File: config.mk
export PLATFORM = sky130hd
export DESIGN_NAME = gf2m_fold_reducer
export DESIGN_NICKNAME = d
export VERILOG_FILES = /design/src/rtl/gf2m_pkg.sv /design/src/rtl/gf2m_fold_step.sv /design/src/rtl/gf2m_fold_reducer.sv
export SDC_FILE = /design/constraint.sdc
export NUM_CORES = 1
export LEC_CHECK = 0
export ABC_CLOCK_PERIOD_IN_PS = 16000
export BUFFER_PORTS_ARGS = -buffer_cell sky130_fd_sc_hd__buf_2
export CAP_MARGIN = 20
export CORE_ASPECT_RATIO = 0.9
export CORE_MARGIN = 4
export CORE_UTILIZATION = 59
export CTS_CLUSTER_SIZE = 16
export DETAILED_ROUTE_END_ITERATION = 7
export PLACE_DENSITY_LB_ADDON = 0.1
export REMOVE_ABC_BUFFERS = 1
export SYNTH_ARGS = -nofsm -noshare
export SYNTH_HDL_FRONTEND = slang
export SYNTH_SLANG_ARGS = --single-unit
File: constraint.sdc
create_clock -name clk -period 16 [get_ports clk]
set_clock_uncertainty 0.2 [all_clocks]
set_input_delay 3.2 -clock clk [delete_from_list [all_inputs] [get_ports clk]]
set_output_delay 3.2 -clock clk [all_outputs]
set_load 0.01 [all_outputs]
File: src/rtl/gf2m_pkg.sv
// Shared constants and types for the GF(2^131) reduction path.
package gf2m_pkg;

  localparam int GF_N = 131;
  localparam logic [GF_N-1:0] GF_POLY_LOW = 131'h2007;  // x^13 + x^2 + x + 1
  localparam int GF_PROD_W = 2 * GF_N - 1;
  localparam int GF_NFOLD = 2;

  typedef enum logic [1:0] {
    IDLE = 2'd0,
    FOLD = 2'd1,
    DONE = 2'd2
  } state_e;

endpackage

File: src/rtl/gf2m_fold_step.sv
// One combinational folding step: the high part H = W[2N-2:N] is folded back
// onto the low part using x^N == POLY_LOW (mod f). Because POLY_LOW is sparse,
// the carry-less product H * POLY_LOW is just the XOR of shifted copies of H.
module gf2m_fold_step #(
  parameter int N = 131,
  parameter logic [N-1:0] POLY_LOW = 131'h2007
) (
  input  logic [2*N-2:0] w_in,
  output logic [2*N-2:0] w_out
);

  localparam int W = 2 * N - 1;

  logic [W-1:0] h_ext;
  logic [W-1:0] low_ext;

  // Zero-extended high and low halves of the working value.
  always_comb begin
    h_ext   = '0;
    low_ext = '0;
    h_ext[N-2:0]   = w_in[W-1:N];
    low_ext[N-1:0] = w_in[N-1:0];
  end

  // XOR in one shifted copy of H per set bit of POLY_LOW; for legal
  // parameters no shifted bit falls off the top of the W-bit word.
  always_comb begin
    w_out = low_ext;
    for (int k = 0; k < N; k++) begin
      if (POLY_LOW[k]) begin
        w_out = w_out ^ (h_ext << k);
      end
    end
  end

endmodule

File: src/rtl/gf2m_fold_reducer.sv
// Sequential reducer: folds a 261-bit GF(2)[x] product modulo
// x^131 + x^13 + x^2 + x + 1 over NFOLD cycles, one operation in flight.
module gf2m_fold_reducer
  import gf2m_pkg::*;
#(
  parameter int N = GF_N,
  parameter logic [N-1:0] POLY_LOW = GF_POLY_LOW,
  parameter int NFOLD = GF_NFOLD
) (
  input  logic           clk,
  input  logic           rst,
  input  logic           in_valid,
  output logic           in_ready,
  input  logic [2*N-2:0] in_prod,
  output logic           out_valid,
  input  logic           out_ready,
  output logic [N-1:0]   out_res,
  output logic           busy
);

  localparam int W  = 2 * N - 1;
  localparam int CW = $clog2(NFOLD + 1);
  localparam logic [CW-1:0] LAST_FOLD = CW'(NFOLD - 1);

  state_e        state_q, state_d;
  logic [W-1:0]  w_q, w_d;
  logic [CW-1:0] cnt_q, cnt_d;
  logic [W-1:0]  w_fold;

  gf2m_fold_step #(
    .N        (N),
    .POLY_LOW (POLY_LOW)
  ) u_fold_step (
    .w_in  (w_q),
    .w_out (w_fold)
  );

  // Next-state logic: accept in IDLE, fold NFOLD times, present in DONE.
  // DONE accepts a new product in the same cycle its result is taken.
  always_comb begin
    state_d  = state_q;
    w_d      = w_q;
    cnt_d    = cnt_q;
    in_ready = 1'b0;
    case (state_q)
      IDLE: begin
        in_ready = 1'b1;
        if (in_valid) begin
          w_d     = in_prod;
          cnt_d   = '0;
          state_d = FOLD;
        end
      end
      FOLD: begin
        w_d   = w_fold;
        cnt_d = cnt_q + 1'b1;
        if (cnt_q == LAST_FOLD) begin
          state_d = DONE;
        end
      end
      DONE: begin
        in_ready = out_ready;
        if (out_ready) begin
          if (in_valid) begin
            w_d     = in_prod;
            cnt_d   = '0;
            state_d = FOLD;
          end else begin
            state_d = IDLE;
          end
        end
      end
      default: begin
        state_d = IDLE;
      end
    endcase
  end

  // State, work register and fold counter; reset discards any in-flight work.
  always_ff @(posedge clk or posedge rst) begin
    if (rst) begin
      state_q <= IDLE;
      w_q     <= '0;
      cnt_q   <= '0;
    end else begin
      state_q <= state_d;
      w_q     <= w_d;
      cnt_q   <= cnt_d;
    end
  end

  // The low half of the work register is the result once folding is done.
  assign out_res   = w_q[N-1:0];
  assign out_valid = (state_q == DONE);
  assign busy      = (state_q != IDLE);

endmodule

* After elaboration in Yosys (flattened, before gate mapping)
Index checks and enable logic that the tools add are counted.
Storage, ports and cells: register bits after elaboration 265, latch bits 0, bits in writable memories 0, memory bits (read-only) 0, input bits 265, output and inout port bits 134, word-level logic and storage cells 31, memories 0
Operators by class: add/sub/neg operators 1, multiply operators 0, divide/modulo/power cells 0, order comparisons 0, equality and inequality tests 6, shifts and indexed selects 0, multiplexer cells 12, bitwise logic cells 4, reductions and logical operators 5
Operators by type and width (number):
- $pmux 261 s3 | 1
- $mux 261 | 2
- $xor 261x131->261 | 1
- $xor 261x132->261 | 1
- $xor 261x143->261 | 1
- $xor 131x130->131 | 1
- $pmux 2 s3 | 2
- $mux 2 | 5
- $eq 2x1->1 const B | 2
- $ne 2x2->1 const B | 2
- $reduce_and 3->1 | 1
- $reduce_bool 3->1 | 1
- $add 2x1->2 const B | 1
- $eq 2x2->1 const B | 1
- $logic_not 2->1 | 1
- $ne 2x1->1 const B | 1
- $pmux 1 s2 | 1
- $reduce_and 2->1 | 1
- $reduce_bool 2->1 | 1
- $mux 1 | 1

* Longest topological paths before layout
Gate-level depths: netlist of run 1.
word-level depth 5, mapped depth 7, depth with buffers taken out 4

* Modules after synthesis
Synthesis of run 1 repeated with hierarchy kept, for this count alone.
Second synthesis, totals: cell total of the unflattened synthesis 1452, area total of the unflattened synthesis 19426.1 µm²
Modules (own cells, without submodules):
- gf2m_fold_reducer | instances 1, cells each 994, area each 13970.9 µm², seq. area each 6631.4 µm²
- gf2m_fold_step | instances 1, cells each 458, area each 5455.2 µm², seq. area each 0.0 µm²

* Worst setup path after synthesis of run 1
OpenSTA, ideal clock, no wires.
path kind in2out, start input out_ready, end output in_ready, arrival time 3535 ps, required time 12600 ps, setup slack 9065 ps, stages 2, path buffers 0, cell sequence nand2b_1 -> and2_1
On the way: longest elaborated chain between the ends 1
Ends and longest elaborated chain:
- start: declaration | line gf2m_fold_reducer.sv:16 | input logic out_ready,
- $pmux 1 s2 | line gf2m_fold_reducer.sv:45 | case (state_q)
- end: declaration | line gf2m_fold_reducer.sv:13 | output logic in_ready,
Every way passes these cells.

* Worst setup path in the final report of run 1
Ends and elaborated chain as after synthesis.

==> results of run 1 <==
-- per-layer routing --
metal	routed length, µm	vias up
met5	13	-
met1	20200	6543
met3	3780	81
met4	1430	2
met2	22300	568
li1	-	6180
-- power breakdown --
group	switching [mW]	internal (mW)	leakage, nW
sequential	0.440	1.01	3.28
clock	0.283	0.449	0.520
combinational	1.59	1.62	5.02
-- worst max-delay path: stages --
cell,delay (ns)
buf_2,0.11
nand2b_1,0.21
and2_1,0.19
buf_2,0.13
-- cell usage after synthesis, types with 6 or more instances --
| cell | n | area share |
|---|---|---|
| buf_2 | 79 | 0.024 |
| a2bb2oi_2 | 26 | 0.023 |
| nand2_1 | 388 | 0.087 |
| inv_1 | 6 | 0.0013 |
| a2bb2oi_1 | 9 | 0.0047 |
| a21oi_1 | 340 | 0.10 |
| xnor3_1 | 93 | 0.12 |
| o21ai_0 | 11 | 0.0033 |
| dfrtp_1 | 265 | 0.40 |
| clkbuf_1 | 24 | 0.0054 |
| a31oi_1 | 13 | 0.0049 |
| o22ai_1 | 33 | 0.012 |
| nor2_1 | 112 | 0.025 |
| xnor2_1 | 167 | 0.087 |
| xor2_1 | 56 | 0.029 |
| buf_4 | 140 | 0.063 |
-- registers in the layout, summed over array words and instances (netlist names) --
register	flops
w_q	261
cnt_q	2
state_q	2
-- cells by family after synthesis --
family | Yosys count | share of synthesized area
and+or+nand+nor | 510 | 0.116
buffers and inverters | 253 | 0.0944
AOI/OAI and AO/OA | 437 | 0.152
adders and majority gates | 1 | 0.000746
DFF | 265 | 0.396
xor gates and xnor gates | 316 | 0.241
-- final cells by class --
| type | count | area, µm² |
|---|---|---|
| Timing Repair Buffer | 409 | 2110 |
| Clock inverter | 11 | 158 |
| Sequential cell | 265 | 6630 |
| Antenna cell | 2 | 5.00 |
| Inverter | 7 | 33.8 |
| Tap cell | 360 | 450 |
| Multi-Input combinational cell | 1264 | 8600 |
| Clock buffer | 44 | 895 |
| Fill cell | 2273 | 9060 |
-- path summary, 6_finish.rpt --
| path | startpoint | endpoint | slack, ns | cells past startpoint |
|---|---|---|---|---|
| worst max-delay path | out_ready | in_ready | 8.77 | 4 |
| worst min register to register | cnt_q[0] | cnt_q[0] | 0.31 | 1 |
| min in group asynchronous | rst | w_q[116] | 2.58 | 2 |
| worst min-delay path | cnt_q[0] | cnt_q[0] | 0.31 | 1 |
| max in group asynchronous | rst | w_q[184] | 11.49 | 3 |
| worst max register to register | state_q[0] | w_q[39] | 12.62 | 5 |
==> flow_summary.yaml, run 1 <==
power:
  p_leak_nw: 8.82
  power_mw: 5.39
  powerDensity_nw_per_um2: 285
  peakVddDrop_mv: 0.209
cts:
  cts_tree: "built"
  clk_pin_slew_ns: 0.06
  clk_latency_ns: 0.55
  cts_sinks: 265
  htreeDepth: 1
  cts_hold_buf: 0
  cts_resized: 0
  cts.path.max_buffers: 3
  cts-root-buf: "clkbuf_16"
  post-cts-setup-buffers: 0
  numCtsBuffers: 30
synth:
  syn_area_um2: 16800
  yosysWarnings: 0
  synthDistinctLibCells: 33
  syn_inst: 1782
  synth_flop_cell: "dfrtp_1"
  synth_edf_count: 0
  syn_avg_cell_area_um2: 9.41
  synthArstFlopShare: 1.00
  ys_seq_area_frac: 0.396
  ys_seq_elements: 265
placed_design:
  routabilityCongestion: 0.873
  place_area_um2: 17800
  pre_cts_slack_ns: 8.77
  port_buffers: 398
  post-dp-hpwl_um: 32500
  dp.cells: 2304
floorplan:
  start_util: 0.600
  fp.dieW_um: 186
  placeableCoreArea_um2: 27900
  rows: 58
  dieArea_um2: 31200
  ios: 399
  die_h_um: 168
setup_path:
  criticalPathCategory: "in -> out"
  crit_fanout: 4
  worstPathArrival_ns: 3.83
  critPathCaptureType: "output pin"
  start_kind: "primary input"
  crit_required_ns: 12.60
finish:
  layout_common_cells: "398 x buf_2, 388 x nand2_1, 340 x a21oi_1, 265 x dfrtp_1, 167 x xnor2_1"
  nets: 2243
  drive_above_1_share: 0.246
  design_area_um2: 18900
  final_common_cell: "buf_2"
  instances_no_fill: 2362
  area_delta_synth_final_pct: 12.6
  fin_util: 0.676
timing:
  holdWs_ns: 0.310
  rsz0062_at_grt: "false"
  drv_slew: 0
  hold_viol: 0
  slew_headroom: 0.183
  finalWorstSetupSlack_ns: 8.77
  max_freq_ghz: 0.138
  min_period_over_period: 0.452
  setup_violations: 0
  worstMarginPinSlew_ns: 1.23
  min_period_ns: 7.23
  setup_tns_ns: 0
route:
  wl_um: 47800
  drc: 0
  vias: 13400
  avgViaCountPerCell: 5.66
  firstDrtPassIters: 5
  antenna_left: 0
  dr.first_iter.drc_count: 970
  wl_per_cell_um: 20.2
grt:
  grt_use_total: 0.296
  grt_max_degree: 228
  grt_first_pass_wirelength_um: 73600
  use_met1: 0.420
  grt_pass1_vias: 13200
  met3_usage: 0.0512
  antenna_found_initial: 3
  overflow: 0
  use_met2: 0.473
  busiest_layer: "met2"
worst_hold_path:
  hold_class: "reg -> reg"
run:
  cap_violations: 0
run_status:
  status: "finished clean"
(Power assumes the default switching activity.)
==> run 2: changes to the inputs <==
--- a/config.mk
+++ b/config.mk
@@ -5,12 +5,13 @@
 export SDC_FILE = /design/constraint.sdc
 export NUM_CORES = 1
 export LEC_CHECK = 0
-export ABC_CLOCK_PERIOD_IN_PS = 16000
+export ABC_AREA = 1
+export ABC_CLOCK_PERIOD_IN_PS = 7400
 export BUFFER_PORTS_ARGS = -buffer_cell sky130_fd_sc_hd__buf_2
 export CAP_MARGIN = 20
 export CORE_ASPECT_RATIO = 0.9
 export CORE_MARGIN = 4
-export CORE_UTILIZATION = 59
+export CORE_UTILIZATION = 56
 export CTS_CLUSTER_SIZE = 16
 export DETAILED_ROUTE_END_ITERATION = 7
 export PLACE_DENSITY_LB_ADDON = 0.1
==> constraint.sdc (replaced) <==
create_clock -name clk -period 7.4 [get_ports clk]
set_clock_uncertainty 0.2 [all_clocks]
set_input_delay 1.48 -clock clk [delete_from_list [all_inputs] [get_ports clk]]
set_output_delay 1.48 -clock clk [all_outputs]
set_load 0.01 [all_outputs]
==> flow_summary.yaml, run 2 <==
cts:
  cts.path.max_buffers: 3
  clk_pin_slew_ns: 0.06
  htreeDepth: 1
  cts_hold_buf: 0
  cts_tree: "built"
  clk_latency_ns: 0.56
  cts_sinks: 265
  post-cts-setup-buffers: 0
  cts-root-buf: "clkbuf_16"
  cts_resized: 0
  numCtsBuffers: 30
setup_path:
  cpPeakStageDelay_ns: 0.86
  r2r.worst_path.cells: 7
  rr_startpoint: "state_q[0]"
  rr_endpoint: "w_q[242]"
  critPathTopFamily: "buffers and inverters"
  r2r_slack_ns: 3.59
  crit_chain: "buf_2 > inv_1 > nand2_1 > nand2_8 > inv_8 > buf_4 > nand3_1 > o21ai_1"
  cp_num_cells: 8
  crit_fanout: 167
  critPathCaptureType: "register"
  critPathSlowestCell: "inv_8"
  start_kind: "primary input"
  criticalPathCategory: "in -> reg"
  worstPathArrival_ns: 4.11
  crit_required_ns: 7.68
  cp_num_buf_inv: 4
timing:
  setup_tns_ns: 0
  drv_slew: 0
  slew_headroom: 0.330
  min_period_over_period: 0.518
  setup_violations: 0
  rsz0062_at_grt: "false"
  hold_viol: 0
  min_period_ns: 3.83
  max_freq_ghz: 0.261
  worstMarginPinSlew_ns: 1.00
power:
  peakVddDrop_mv: 0.310
  p_leak_nw: 12.1
  power_mw: 11.5
  powerDensity_nw_per_um2: 539
route:
  drc: 0
  avgViaCountPerCell: 5.30
  dr.first_iter.drc_count: 1311
  wl_um: 59300
  antenna_left: 0
  firstDrtPassIters: 6
  wl_per_cell_um: 16.0
  vias: 19700
finish:
  layout_common_cells: "1,112 x nand2_1, 469 x nand3_1, 398 x buf_2, 265 x dfrtp_1, 260 x nor2_1"
  drive_above_1_share: 0.173
  largest-register: "w_q"
  area_delta_synth_final_pct: 10.9
  fin_util: 0.628
  final_common_cell: "nand2_1"
  instances_no_fill: 3706
  largest_register_ffs: 261
  top_regs: "w_q: 261 flops, cnt_q: 2 flops, state_q: 2 flops"
  nets: 3487
synth:
  ys_seq_area_frac: 0.345
  synthTopCellsByCount: "1,112 x nand2_1, 469 x nand3_1, 265 x dfrtp_1, 260 x nor2_1, 249 x inv_1"
  synthArstFlopShare: 1.00
  yosysMostFrequentCell: "nand2_1"
  synth_flop_cell: "dfrtp_1"
  syn_avg_cell_area_um2: 6.35
  synth.area.top_cells: "dfrtp_1 35%, nand2_1 22%, nand3_1 12%, buf_4 5.7%, nor2_1 5.1%"
  syn_inst: 3026
  yosysWarnings: 0
  synth_top_cell_by_area: "dfrtp_1"
  synthDistinctLibCells: 21
  synth_edf_count: 0
  synth_top_area_share: 0.345
  syn_area_um2: 19200
  ys_seq_elements: 265
floorplan:
  start_util: 0.566
  rows: 64
  ios: 399
  placeableCoreArea_um2: 34000
  die_h_um: 184
  fp.dieW_um: 203
  dieArea_um2: 37300
worst_hold_path:
  min_to: "cnt_q[0]"
  hold_class: "reg -> reg"
  min_delay_path_depth: 1
  hold_path_startpoint: "cnt_q[0]"
grt:
  grt_first_pass_wirelength_um: 93900
  grt_pass1_vias: 18600
  overflow: 0
  grt_use_total: 0.306
  antenna_found_initial: 4
  grt_max_degree: 168
run_status:
  status: "finished clean"
placed_design:
  port_buffers: 398
  dp.cells: 3651
  routabilityCongestion: 0.894
  post-dp-hpwl_um: 42700
run:
  cap_violations: 0
-- run 2: where the power goes --
part / switching, mW / leakage (nW) / total [mW] / internal, mW
sequential: 1.04 / 3.28 / 3.20 / 2.16
combinational: 4.34 / 8.38 / 6.79 / 2.45
clock: 0.634 / 0.476 / 1.50 / 0.866
-- run 2: worst register-to-register path, cell delays in order (launching register included) --
cell     delay (ns)
dfrtp_1        0.51
nand2_8        0.36
nand2_1        0.33
nand2_8        0.39
inv_8          0.90
buf_4          0.70
nand3_1        0.19
o21ai_1        0.14
-- run 2: worst max-delay path by stage --
stage / end / startpoint / slack [ns]
3_5_place_dp: w_q[234] / out_ready / 3.10
5_1_grt: w_q[242] / state_q[0] / 3.36
6_report: w_q[242] / out_ready / 3.57
4_1_cts: w_q[234] / out_ready / 3.67
2_1_floorplan: cnt_q[0] / rst / -1.58
3_3_place_gp: w_q[12] / out_ready / 3.18
-- run 2: layout make-up --
type,instances,area (µm²)
fillers,3230,12600
multi-input cells,2164,9720
flip-flops and latches,265,6630
repair buffers,408,2070
inverters,352,1340
clock buffers,46,902
well taps,462,578
clock inverters,7,62.6
diodes,2,5.00
-- run 2: logic make-up after synthesis --
family,after synthesis,share of synthesized area
AND/OR/NAND/NOR,1844,0.391
buffers and inverters,597,0.150
flip-flops,265,0.345
AO/OA/AOI/OAI,176,0.0474
XOR/XNOR,143,0.0652
adder cells (fa/ha/maj),1,0.000651
-- run 2: metal layers --
layer,vias to the layer above,part of all wire,GRT usage
li1,9686,-,-
met1,9104,0.42,0.406
met2,722,0.46,0.503
met3,142,0.075,0.0529
met4,6,0.044,0.121
met5,-,0.00057,0
-- run 2: stage by stage --
step | instance area, µm² | hold WS, ns | worst slack [ns]
global placement | 20300 | 0.273 | 3.18
floorplan | 17600 | 0.255 | -1.58
finish | 21300 | 0.297 | 3.57
detailed placement | 20300 | 0.282 | 3.10
global route | 21300 | 0.336 | 3.36
CTS | 21300 | 0.294 | 3.67
==> run 3: changes to the inputs <==
--- a/config.mk
+++ b/config.mk
@@ -6,7 +6,7 @@
 export NUM_CORES = 1
 export LEC_CHECK = 0
 export ABC_AREA = 1
-export ABC_CLOCK_PERIOD_IN_PS = 7400
+export ABC_CLOCK_PERIOD_IN_PS = 3690
 export BUFFER_PORTS_ARGS = -buffer_cell sky130_fd_sc_hd__buf_2
 export CAP_MARGIN = 20
 export CORE_ASPECT_RATIO = 0.9
==> constraint.sdc (replaced) <==
create_clock -name clk -period 3.69 [get_ports clk]
set_clock_uncertainty 0.2 [all_clocks]
set_input_delay 0.738 -clock clk [delete_from_list [all_inputs] [get_ports clk]]
set_output_delay 0.738 -clock clk [all_outputs]
set_load 0.01 [all_outputs]
==> flow_summary.yaml, run 3 (synthesis results as in run 2) <==
floorplan:
  start_util: 0.566
  dieArea_um2: 37300
  rows: 64
  placeableCoreArea_um2: 34000
  fp.dieW_um: 203
  die_h_um: 184
  ios: 399
cts:
  cts-root-buf: "clkbuf_16"
  clk_latency_ns: 0.57
  htreeDepth: 1
  cts.path.max_buffers: 3
  cts_sinks: 265
  cts_resized: 0
  post-cts-setup-buffers: 0
  numCtsBuffers: 31
  clk_pin_slew_ns: 0.06
  cts_hold_buf: 0
  cts_tree: "built"
route:
  wl_um: 60200
  vias: 19700
  drc: 0
  dr.first_iter.drc_count: 1240
  antenna_left: 0
  firstDrtPassIters: 6
  wl_per_cell_um: 16.2
  avgViaCountPerCell: 5.29
timing:
  drv_slew: 0
  setup_violations: 0
  worstMarginPinSlew_ns: 0.968
  max_freq_ghz: 0.339
  hold_viol: 0
  rsz0062_at_grt: "false"
  min_period_ns: 2.95
  min_period_over_period: 0.799
  slew_headroom: 0.355
  holdWs_ns: 0.0349
finish:
  largest-register: "w_q"
  final_common_cell: "nand2_1"
  area_delta_synth_final_pct: 12.1
  drive_above_1_share: 0.178
  nets: 3503
  layout_common_cells: "1,112 x nand2_1, 469 x nand3_1, 398 x buf_2, 265 x dfrtp_1, 260 x nor2_1"
  top_regs: "w_q: 261 flops, cnt_q: 2 flops, state_q: 2 flops"
  design_area_um2: 21500
  largest_register_ffs: 261
placed_design:
  post-dp-hpwl_um: 44400
  routabilityCongestion: 0.893
  place_area_um2: 20500
  port_buffers: 398
worst_hold_path:
  hold_class: "in -> async"
setup_path:
  criticalPathCategory: "reg -> reg"
  crit_fanout: 117
  cp-startpoint: "state_q[0]"
  critPathCaptureType: "register"
  crit_required_ns: 3.98
  worstPathArrival_ns: 3.24
  rr_startpoint: "state_q[0]"
  start_kind: "register"
run_status:
  status: "finished clean"
grt:
  antenna_found_initial: 12
  grt_first_pass_wirelength_um: 95200
  grt_pass1_vias: 18700
  grt_max_degree: 144
  grt_use_total: 0.312
  overflow: 0
power:
  power_mw: 23.3
  powerDensity_nw_per_um2: 1080
  peakVddDrop_mv: 1.35
  p_leak_nw: 12.3
run:
  cap_violations: 0
[run 3: cell count changes in the layout (fill, tap and decap cells not counted)]
cell	previous run	this run
clkbuf_1	8	6
clkinvlp_4	1	0
buf_4	10	19
clkinv_2	5	8
clkbuf_8	7	8
inv_6	0	2
diode_2	2	8
buf_12	0	6
[run 3: path summary, 6_finish.rpt]
check / endpoint / slack, ns / cells after the start
setup / recovery: w_q[198] / 0.74 / 7
hold / removal: w_q[149] / 0.03 / 2
setup reg to reg: w_q[198] / 0.74 / 7
hold reg to reg: cnt_q[0] / 0.28 / 1
max in group asynchronous: w_q[16] / 2.34 / 3
min in group clk: w_q[228] / 0.20 / 3
[run 3: where the power goes]
part	switching [mW]	leakage (nW)	internal (mW)	total (mW)
clock	1.30	0.501	1.77	3.07
sequential	2.11	3.28	4.34	6.45
combinational	8.76	8.48	5.06	13.8
[run 3: cell type report]
class / count / area [µm²]
flip-flops and latches: 265 / 6630
multi-input cells: 2164 / 9720
well taps: 462 / 578
clock inverters: 11 / 87.6
diodes: 8 / 20.0
repair buffers: 423 / 2250
clock buffers: 45 / 908
fillers: 3267 / 12400
inverters: 352 / 1340
[run 3: worst max-delay path: stages, from the launching register on]
cell	delay [ns]
dfrtp_1	0.50
nand2_8	0.31
nand2_1	0.29
nand2_8	0.26
inv_8	0.62
buf_4	0.37
nand3_1	0.10
o21ai_1	0.11
[run 3: per-layer routing]
layer	wire, µm	track usage
met3	4750	0.0536
met2	27900	0.514
met5	55	0
met4	2650	0.135
met1	24900	0.408
[run 3: through the flow]
step / setup slack (ns) / TNS, ns / utilization / instances
after global placement: 0.865 / 0 / 0.605 / 3666
final: 0.741 / 0 / 0.635 / 3730
after CTS: 0.757 / 0 / 0.634 / 3722
after floorplan: -4.54 / -1851.55 / - / 2781
after detailed placement: 0.789 / 0 / 0.605 / 3666
after global routing: 0.548 / 0 / 0.634 / 3729
